===== src/rtl/fb_draw_pkg.sv =====
// fb_draw_pkg: shared FSM state type and framebuffer size helpers for fb_draw_arbiter
package fb_draw_pkg;

    typedef enum logic [1:0] {ST_IDLE, ST_CLEAR, ST_OWN} state_t;

    function automatic int fb_npix(input int w, input int h);
        return w * h;
    endfunction

    function automatic int fb_addrw(input int w, input int h);
        return $clog2(w * h);
    endfunction

endpackage


===== src/rtl/fb_draw_arbiter_rr_pick.sv =====
// rr_pick: combinational round-robin selector, first set req at or above ptr (wrapping) -> one-hot
module rr_pick #(
    parameter int NREQ = 4
) (
    input  logic [NREQ-1:0]         req,
    input  logic [$clog2(NREQ)-1:0] ptr,
    output logic [NREQ-1:0]         gnt
);
    localparam int IW = $clog2(NREQ);

    logic [IW-1:0] j;

    // scan from the far end so the candidate closest to ptr overwrites the rest
    always_comb begin
        gnt = '0;
        j   = '0;
        for (int k = NREQ - 1; k >= 0; k--) begin
            j = IW'((32'(ptr) + 32'(k)) % 32'(NREQ));
            if (req[j]) begin
                gnt    = '0;
                gnt[j] = 1'b1;
            end
        end
    end
endmodule


===== src/rtl/fb_draw_arbiter.sv =====
// fb_draw_arbiter: round-robin framebuffer write-port arbiter; clear pass built only with FB_CLEAR_EN
module fb_draw_arbiter import fb_draw_pkg::*; #(
    parameter int NREQ      = 4,
    parameter int CORDW     = 9,
    parameter int FB_WIDTH  = 320,
    parameter int FB_HEIGHT = 240,
    parameter int DATAW     = 4
) (
    input  logic                                      clk,
    input  logic                                      rst_n,
    input  logic                                      frame,
    input  logic [DATAW-1:0]                          clear_cidx,
    input  logic [NREQ-1:0]                           req,
    input  logic [NREQ-1:0]                           drawing,
    input  logic [NREQ-1:0]                           done,
    input  logic [NREQ*CORDW-1:0]                     px,
    input  logic [NREQ*CORDW-1:0]                     py,
    input  logic [NREQ*DATAW-1:0]                     cidx,
    output logic [NREQ-1:0]                           grant,
    output logic                                      fb_we,
    output logic [fb_addrw(FB_WIDTH, FB_HEIGHT)-1:0]  fb_addr,
    output logic [DATAW-1:0]                          fb_cidx,
    output logic                                      busy
);
    localparam int IW   = $clog2(NREQ);
    localparam int AW   = fb_addrw(FB_WIDTH, FB_HEIGHT);
    localparam int NPIX = fb_npix(FB_WIDTH, FB_HEIGHT);

    state_t            state_q, state_d;
    logic [IW-1:0]     ptr_q, ptr_d, own, pick_idx;
    logic [NREQ-1:0]   grant_q, grant_d, pick;
    logic              we_q, we_d;
    logic [AW-1:0]     addr_q, addr_d;
    logic [DATAW-1:0]  cidx_q, cidx_d;
    logic [CORDW-1:0]  opx, opy;
    logic [DATAW-1:0]  ocidx;
    logic              clr_go, clr_last;
    logic [AW-1:0]     clr_addr;

    rr_pick #(.NREQ(NREQ)) u_pick (.req(req), .ptr(ptr_q), .gnt(pick));

`ifdef FB_CLEAR_EN
    logic          clr_pend_q, clr_pend_d;
    logic [AW-1:0] clr_addr_q, clr_addr_d;

    // a frame seen while a client owns the port waits for its done; IDLE consumes it
    always_comb begin
        clr_pend_d = (state_q == ST_OWN) & (clr_pend_q | frame);
        clr_addr_d = (state_q == ST_CLEAR) ? clr_addr_q + 1'b1 : '0;
    end

    // clear-pass bookkeeping registers
    always_ff @(posedge clk or negedge rst_n) begin
        if (!rst_n) begin
            clr_pend_q <= 1'b0;
            clr_addr_q <= '0;
        end else begin
            clr_pend_q <= clr_pend_d;
            clr_addr_q <= clr_addr_d;
        end
    end

    assign clr_go   = clr_pend_q | frame;
    assign clr_addr = clr_addr_q;
    assign clr_last = clr_addr_q == AW'(NPIX - 1);
`else
    logic unused_frame;

    assign unused_frame = frame;
    assign clr_go       = 1'b0;
    assign clr_addr     = '0;
    assign clr_last     = 1'b1;
`endif

    // owner is the index just below the search pointer; also decode the picked index
    always_comb begin
        own      = (ptr_q == '0) ? IW'(NREQ - 1) : ptr_q - 1'b1;
        pick_idx = '0;
        opx      = '0;
        opy      = '0;
        ocidx    = '0;
        for (int i = 0; i < NREQ; i++) begin
            if (pick[i]) pick_idx = IW'(i);
            if (own == IW'(i)) begin
                opx   = px[i*CORDW +: CORDW];
                opy   = py[i*CORDW +: CORDW];
                ocidx = cidx[i*DATAW +: DATAW];
            end
        end
    end

    // next state, grant and registered write port
    always_comb begin
        state_d = state_q;
        grant_d = grant_q;
        ptr_d   = ptr_q;
        we_d    = 1'b0;
        addr_d  = addr_q;
        cidx_d  = cidx_q;
        case (state_q)
            ST_IDLE: begin
                if (clr_go) begin
                    state_d = ST_CLEAR;
                end else if (|req) begin
                    state_d = ST_OWN;
                    grant_d = pick;
                    ptr_d   = (pick_idx == IW'(NREQ - 1)) ? '0 : pick_idx + 1'b1;
                end
            end
            ST_CLEAR: begin
                we_d    = 1'b1;
                addr_d  = clr_addr;
                cidx_d  = clear_cidx;
                state_d = clr_last ? ST_IDLE : ST_CLEAR;
            end
            ST_OWN: begin
                if (drawing[own] && 32'(opx) < 32'(FB_WIDTH) && 32'(opy) < 32'(FB_HEIGHT)) begin
                    we_d   = 1'b1;
                    addr_d = AW'(32'(opy) * 32'(FB_WIDTH) + 32'(opx));
                    cidx_d = ocidx;
                end
                if (done[own]) begin
                    state_d = ST_IDLE;
                    grant_d = '0;
                end
            end
            default: state_d = ST_IDLE;
        endcase
    end

    // state and output registers, cleared immediately on reset
    always_ff @(posedge clk or negedge rst_n) begin
        if (!rst_n) begin
            state_q <= ST_IDLE;
            grant_q <= '0;
            ptr_q   <= '0;
            we_q    <= 1'b0;
            addr_q  <= '0;
            cidx_q  <= '0;
        end else begin
            state_q <= state_d;
            grant_q <= grant_d;
            ptr_q   <= ptr_d;
            we_q    <= we_d;
            addr_q  <= addr_d;
            cidx_q  <= cidx_d;
        end
    end

    assign grant   = grant_q;
    assign fb_we   = we_q;
    assign fb_addr = addr_q;
    assign fb_cidx = cidx_q;
    assign busy    = state_q != ST_IDLE;
endmodule


===== config.mk =====
export PLATFORM = sky130hd
export DESIGN_NAME = fb_draw_arbiter
export DESIGN_NICKNAME = d
export VERILOG_FILES = /design/src/rtl/fb_draw_pkg.sv /design/src/rtl/fb_draw_arbiter_rr_pick.sv /design/src/rtl/fb_draw_arbiter.sv
export SDC_FILE = /design/constraint.sdc
export NUM_CORES = 1
export LEC_CHECK = 0
export ABC_AREA = 1
export BUFFER_PORTS_ARGS = -buffer_cell sky130_fd_sc_hd__buf_2
export CAP_MARGIN = 30
export CORE_MARGIN = 10
export CORE_UTILIZATION = 45
export CTS_CLUSTER_SIZE = 12
export DETAILED_ROUTE_END_ITERATION = 10
export GPL_TIMING_DRIVEN = 0
export PLACE_DENSITY = 0.82
export SLEW_MARGIN = 20
export SYNTH_ARGS = -nofsm -noshare
export SYNTH_HDL_FRONTEND = slang
export SYNTH_SLANG_ARGS = --single-unit

===== constraint.sdc =====
create_clock -name clk -period 4.5 [get_ports clk]
set_input_delay 0.225 -clock clk [delete_from_list [all_inputs] [get_ports clk]]
set_output_delay 0.225 -clock clk [all_outputs]
set_load 0.1 [all_outputs]

==> metrics.txt, run 1 <==
top post-synthesis cells by count nand2_1 (165), inv_1 (46), nor2_1 (41); die area 10,900 sq um; yosys warns 0; cell count after synthesis ~490; vias per inst slightly above 5; I/O Pins roughly 130; routed via count ~3,700; GP Congestion a little under 0.9; setup violators final 0; Async SR Flop Fraction 100.0%; sequential fraction of the synthesis area a little under a quarter; CTS tree yes; Area growth syn-to-layout 26.66%; GR Layer Usage met2 about a third; Yosys reg bits 29; CP max FO 18; Most Crowded Layer GR met2; largest area contributor in the netlist dfrtp_1; Synth Flop Type dfrtp_1; initial antenna violation count 0; min-delay src clear_cidx[2]; Startpoint Class flop; Initial Util 46.67%; final period utilization ~90%; largest net degree at the start of global routing 30; vias in the first global route about 3,800; drt pass-1 iters 4; worst setup path start ptr_q[0]; Worst Tran Pin Value roughly 640 ps; GRT Total Usage 18.84%; outcome completed; cell depth of the worst flop-to-flop path 21; Post-Syn Area 3206 sq um; Die W between 100 and 150 microns; met1 usage a little under a quarter; Rel. slew slack a little under three fifths; Yosys top cell area share 22.64%; Non-Filler Instances between 700 and 800; Hold Crit Class primary input to flop; Clock Pin Slew Worst Setup and Hold Paths 60 ps; Max Clock Freq 246.5 MHz; worst r2r dst fb_addr[15]; nets about 760; H-Tree Depth 2; Worst R2R Start ptr_q[0]; Inserted Diodes 0; I/O Buffers 131; Final Hold Viols 0; overall die height between 100 and 150 microns; Critical Path End Type flop; CTS buffer count 5; unrepaired setup endpoints after global routing false; FP Rows 30; Clock Sinks 29; Antenna Nets Post-Route 0; CTS max path bufs 2; Inst Count DP between 700 and 800; syn nets 625; Area contributors post-synth dfrtp_1 (23%), nand2_1 (19%), ha_1 (9.0%), inv_1 (5.4%), nand3_1 (4.8%); EDFF count, synth 0; core area roughly 7000 sq um; Clock Skews between 1.5 and 2 ps; Final Slew Violations 0; DR WL/cell roughly 14 microns; WL final roughly 10,000 microns; drt initial violations 194; Overflow after GRT 0; CTS root buf clkbuf_8; reg2reg setup slack about 440 ps; number of library cell types mapped by synthesis 44; Final min period approximately 4100 ps; max-cap violations 0; most frequent cell after synthesis nand2_1; clock latency on the worst-skew pair 280 ps; global-route wire length before repair approximately 17,000 microns; share of cells above drive strength 1 approximately a third; Crit path arrival time 4230 ps; worst path required time 4670 ps; met3 Usage GRT 3.160%; Avg Synthesized Cell Area 6.502 sq um; DP Wirelength 8927 microns; CP Capture Point fb_addr[15]; crit path kind flop to flop; Post CTS Setup Buffer Count 0; number of remaining DRC errors 0
final cells by class:
cell class / instances / area [sq um]
Clock buffer: 8 / 80.08
Timing Repair Buffer: 132 / 665.6
Tap cell: 96 / 120.1
Inverter: 53 / 205.2
Fill cell: 678 / 2809
Multi-Input combinational cell: 394 / 2145
Sequential cell: 29 / 726.9
Buffer: 11 / 117.6
per-layer routing:
metal,routed length (microns),part of all wire [%],vias up
met4,157,1.5,0
li1,-,-,1858
met2,4946,47,166
met1,4595,44,1672
met3,737,7.1,11
met5,0,0,-
worst min path at each step:
stage                 endpoint  cells after the start
floorplan           fb_addr[0]                      0
detailed placement       fb_we                      1
global placement         fb_we                      1
CTS                 fb_cidx[2]                      3
finish              fb_cidx[2]                      3
global route        fb_cidx[2]                      3
worst max-delay path, cell delays in order, from the launching register on:
cell,delay [ps]
dfrtp_2,440
buf_2,220
inv_1,120
ha_1,220
buf_6,150
nor2_8,280
a22oi_1,110
nand2_1,90
o21ai_0,120
a21oi_2,230
ha_1,270
ha_1,240
fa_1,570
nand2_1,70
inv_1,70
nand4_1,100
a21oi_1,190
nand2_1,120
nor2_1,120
nand2_1,60
nand3_1,90
nand2_1,50
cells in the final DEF, fill, tap and decap left out, types with 2 or more instances in the layout:
cell type	count
buf_6	2
a31oi_1	6
inv_4	2
a21oi_1	25
inv_2	4
o21ai_2	11
a21oi_2	4
a22oi_1	5
nand3_1	31
nand2_2	23
buf_2	132
clkbuf_1	5
ha_1	23
clkbuf_8	5
buf_4	2
nand4_1	3
a22o_1	6
or2_1	2
nor2_1	41
inv_1	46
dfrtp_1	28
xnor2_1	2
buf_12	3
fa_1	2
xor2_1	4
nand2_1	165
o21ai_0	24
stage by stage:
stage / area (sq um) / worst slack, ps / TNS [ps] / util [%] / hold WS (ps)
2_1_floorplan: 3206 / 673.1 / 0 / - / -70.59
3_3_place_gp: 3981 / 4.156 / 0 / 57.96 / 278.4
3_5_place_dp: 3981 / -86.95 / -148.3 / 57.96 / 287.8
4_1_cts: 4064 / 109.2 / 0 / 59.16 / 249.9
5_1_grt: 4060 / 3.106 / 0 / 59.11 / 261.9
6_report: 4060 / 442.7 / 0 / 59.11 / 249.4
registers in the layout (all words and copies together), names as in the netlist:
signal   count
state_q      1
ptr_q        2
fb_addr     17
grant        4
fb_cidx      4
fb_we        1
timing repair:
| action | CTS | global route |
|---|---|---|
| setup endpoints to repair | 4 | 6 |
| hold buffers | 1 | 0 |
| gates resized for setup | 0 | 4 |
| hold endpoints to repair | 29 | 0 |
| pin swaps | 0 | 0 |
cells by family after synthesis:
family          share of synthesized area, %
buf+inv                                10.73
compound gates                         18.03
xor+xnor                               1.639
flops                                  22.64
simple gates                           36.42
mux                                   0.3123
fa+ha+maj                              10.23
Power of run 1 is not shown: default switching activity piles up to over one toggle a cycle in this logic, so the estimate is an artifact.
==> inputs of run 2 (changes only) <==
--- a/config.mk
+++ b/config.mk
@@ -5,15 +5,14 @@
 export SDC_FILE = /design/constraint.sdc
 export NUM_CORES = 1
 export LEC_CHECK = 0
-export ABC_AREA = 1
 export BUFFER_PORTS_ARGS = -buffer_cell sky130_fd_sc_hd__buf_2
 export CAP_MARGIN = 30
 export CORE_MARGIN = 10
-export CORE_UTILIZATION = 45
+export CORE_UTILIZATION = 47
 export CTS_CLUSTER_SIZE = 12
 export DETAILED_ROUTE_END_ITERATION = 10
 export GPL_TIMING_DRIVEN = 0
-export PLACE_DENSITY = 0.82
+export PLACE_DENSITY = 0.87
 export SLEW_MARGIN = 20
 export SYNTH_ARGS = -nofsm -noshare
 export SYNTH_HDL_FRONTEND = slang
==> run 2 against run 1 <==
Compared with the run above:
- the flow now finishes with violations (hold timing)
- critical path depth decreased by 5
- maximum frequency is 4.4% lower
- flip-flop and latch count unchanged
- worst hold slack got worse by 270 ps
- global-route usage rose by 1.3 points
- clock skew rose by 2.7 ps
- cell count shrank 27%
- utilization rose by 4.8 points
- wire length shrank 8.3%
- critical endpoint is now fb_addr[16]
- final area shrank 7.9%
- non-clock buffer count rose by 4
==> metrics.txt, run 2 <==
top post-synthesis cells by count dfrtp_1 (29), nor2_1 (29), a21oi_1 (27) (was nand2_1 (165), inv_1 (46), nor2_1 (41)); worst path required time 4670 ps (about the same); syn nets 447 (was 625); most frequent cells in the layout buf_2 (134), nor2_1 (29), a21oi_1 (27), dfrtp_1 (27), nand2_1 (24) (was nand2_1 (165), buf_2 (132), inv_1 (46), nor2_1 (41), nand3_1 (31)); Avg Synthesized Cell Area 8.858 sq um (was 6.502 sq um); Async SR Flop Fraction 100.0% (unchanged); CTS max path bufs 2 (unchanged); WHS -23.57 ps (was 249.4 ps); CTS buffer count 5 (unchanged); drt initial violations 181 (was 194); Post-Syn Area 2790 sq um (was 3206 sq um); Yosys reg bits 29 (unchanged); crit path kind flop to flop (unchanged); cell area after layout 3739 sq um (was 4060 sq um); DR WL/cell 18.13 microns (was 14.44 microns); failing checks hold timing; setup violators final 0 (unchanged); post-place instance area 3545 sq um (was 3981 sq um); clock latency on the worst-skew pair 290 ps (was 280 ps); die area 9419 sq um (was 10,900 sq um); Yosys top cell area share 26.01% (was 22.64%); yosys warns 0 (unchanged); GP Congestion 0.8986 (was 0.8745); cell count after synthesis 315 (was 493); Rel. slew slack 54.60% (was 57.58%); commonest non-fill, non-tap cell in the layout buf_2 (was nand2_1); Setup TNS 0 ps (unchanged); Worst Tran Pin Value 681.0 ps (was 636.3 ps); Clock Skews 4.413 ps (was 1.756 ps); vias per inst 5.636 (was 5.127); Clock Pin Slew Worst Setup and Hold Paths 70 ps (was 60 ps); nets 583 (was 758); largest area contributor in the netlist dfrtp_1 (unchanged); number of library cell types mapped by synthesis 45 (was 44); H-Tree Depth 2 (unchanged); initial antenna violation count 1 (was 0); Max Clock Freq 235.7 MHz (was 246.5 MHz); Highest Signal Layer met4 (unchanged); overall die height 97.05 microns (was 104.4 microns); Area growth syn-to-layout 33.99% (was 26.66%); vias in the first global route 3,267 (was 3,801); drt pass-1 iters 4 (unchanged); CTS root buf clkbuf_8 (unchanged); final period utilization 94.27% (was 90.16%); largest net degree at the start of global routing 30 (unchanged); global-route wire length before repair 15,740 microns (was 17,490 microns); Clock Sinks 29 (unchanged); Largest register FFs 17 (unchanged); Final Hold Viols 29 (was 0); max-cap violations 0 (unchanged); Overflow after GRT 0 (unchanged); Hold Crit Class primary input to async pin (was primary input to flop); FP Rows 28 (was 30); WL met2 4505 microns (was 4946 microns); EDFF count, synth 0 (unchanged); hold buffer count at CTS 0 (was 1); Antenna Nets Post-Route 0 (unchanged); core area 5851 sq um (was 6869 sq um); Synth Flop Type dfrtp_1 (unchanged); routed wl met3 1037 microns (was 737 microns); Area contributors post-synth dfrtp_1 (26%), ha_1 (10%), mux2_1 (8.1%), a21oi_1 (4.8%), mux4_2 (4.8%) (was dfrtp_1 (23%), nand2_1 (19%), ha_1 (9.0%), inv_1 (5.4%), nand3_1 (4.8%)); sequential fraction of the synthesis area 26.01% (was 22.64%); met1 wire length 3888 microns (was 4595 microns); Crit path arrival time 4410 ps (was 4230 ps); Final min period 4242 ps (was 4057 ps); outcome complete, but fails checks (was completed); number of remaining DRC errors 0 (unchanged); I/O Buffers 132 (was 131); CP max FO 19 (was 18); Initial Util 47.69% (was 46.67%); Final Slew Violations 0 (unchanged); Startpoint Class flop (unchanged); Critical Path End Type flop (unchanged); DP Wirelength 7920 microns (was 8927 microns); GRT Total Usage 20.15% (was 18.84%); I/O Pins 134 (unchanged); WL final 9573 microns (was 10,440 microns); share of cells above drive strength 1 39.16% (was 31.42%); CTS tree yes (unchanged); routed via count 2,976 (was 3,707); Die W 97.05 microns (was 104.4 microns)
==> run 2: worst max-delay path: stages, from the launching register on <==
cell and delay (ps):
dfrtp_2 480, ha_1 310, clkbuf_2 370, clkbuf_2 330, nor2_1 80, a21oi_1 120
nor2_1 70, a21o_1 170, ha_1 270, ha_1 240, fa_2 400, a211oi_4 280
nor2_1 110, xor2_2 240, nand4_1 150, xor2_1 180, mux2_1 300
==> run 2: per-layer routing <==
metal  up-vias  track usage [%]
li1       1440                -
met1      1390            22.26
met2       136            34.57
met3        10            7.255
met4         0            7.378
met5         -                0
==> run 2: through the flow <==
step | setup WS [ps] | hold slack (ps) | util (%) | instances
6_report | 257.7 | -23.57 | 63.90 | 528
5_1_grt | -21.10 | 29.14 | 63.90 | 528
4_1_cts | 26.25 | 1.335 | 62.98 | 527
3_5_place_dp | -739.3 | 312.9 | 60.59 | 522
3_3_place_gp | -693.8 | 294.7 | 60.59 | 522
2_1_floorplan | 45.79 | -70.59 | - | 315
==> run 2: cell type report <==
class | instances | area, sq um
fillers | 517 | 2112
multi-input cells | 259 | 2014
flip-flops and latches | 29 | 728.2
repair buffers | 134 | 675.6
clock buffers | 7 | 96.34
well taps | 75 | 93.84
plain buffers | 13 | 85.08
inverters | 9 | 37.54
clock inverters | 1 | 5.005
diodes | 1 | 2.502
==> run 2: worst paths after layout <==
path / start / endpoint / slack, ps / cells after the start
setup / recovery: ptr_q[1] / fb_addr[16] / 260 / 16
hold / removal: rst_n / fb_addr[16] / -20 / 1
setup reg to reg: ptr_q[1] / fb_addr[16] / 260 / 16
hold reg to reg: fb_addr[16] / fb_addr[16] / 480 / 1
max in group asynchronous: rst_n / ptr_q[1] / 4050 / 1
min in group clk: px[31] / fb_addr[4] / 270 / 4
==> run 2: timing repair <==
item | 4_1_cts | 5_1_grt
pin swaps | 0 | 2
setup endpoints to repair | 6 | 6
resized for setup | 19 | 12
setup buffers | 0 | 2
==> run 2: cells by family (layout without fill, tap and decap cells) <==
| group | Yosys count | in the layout | share of synthesized area (%) |
|---|---|---|---|
| simple gates | 99 | 99 | 17.13 |
| compound gates | 92 | 92 | 22.38 |
| mux | 30 | 30 | 14.39 |
| flops | 29 | 29 | 26.01 |
| buf+inv | 27 | 164 | 4.260 |
| fa+ha+maj | 25 | 25 | 11.75 |
| xor+xnor | 13 | 13 | 4.081 |
| other cells | 0 | 1 | 0 |
Power of run 2 is left out for the same reason.
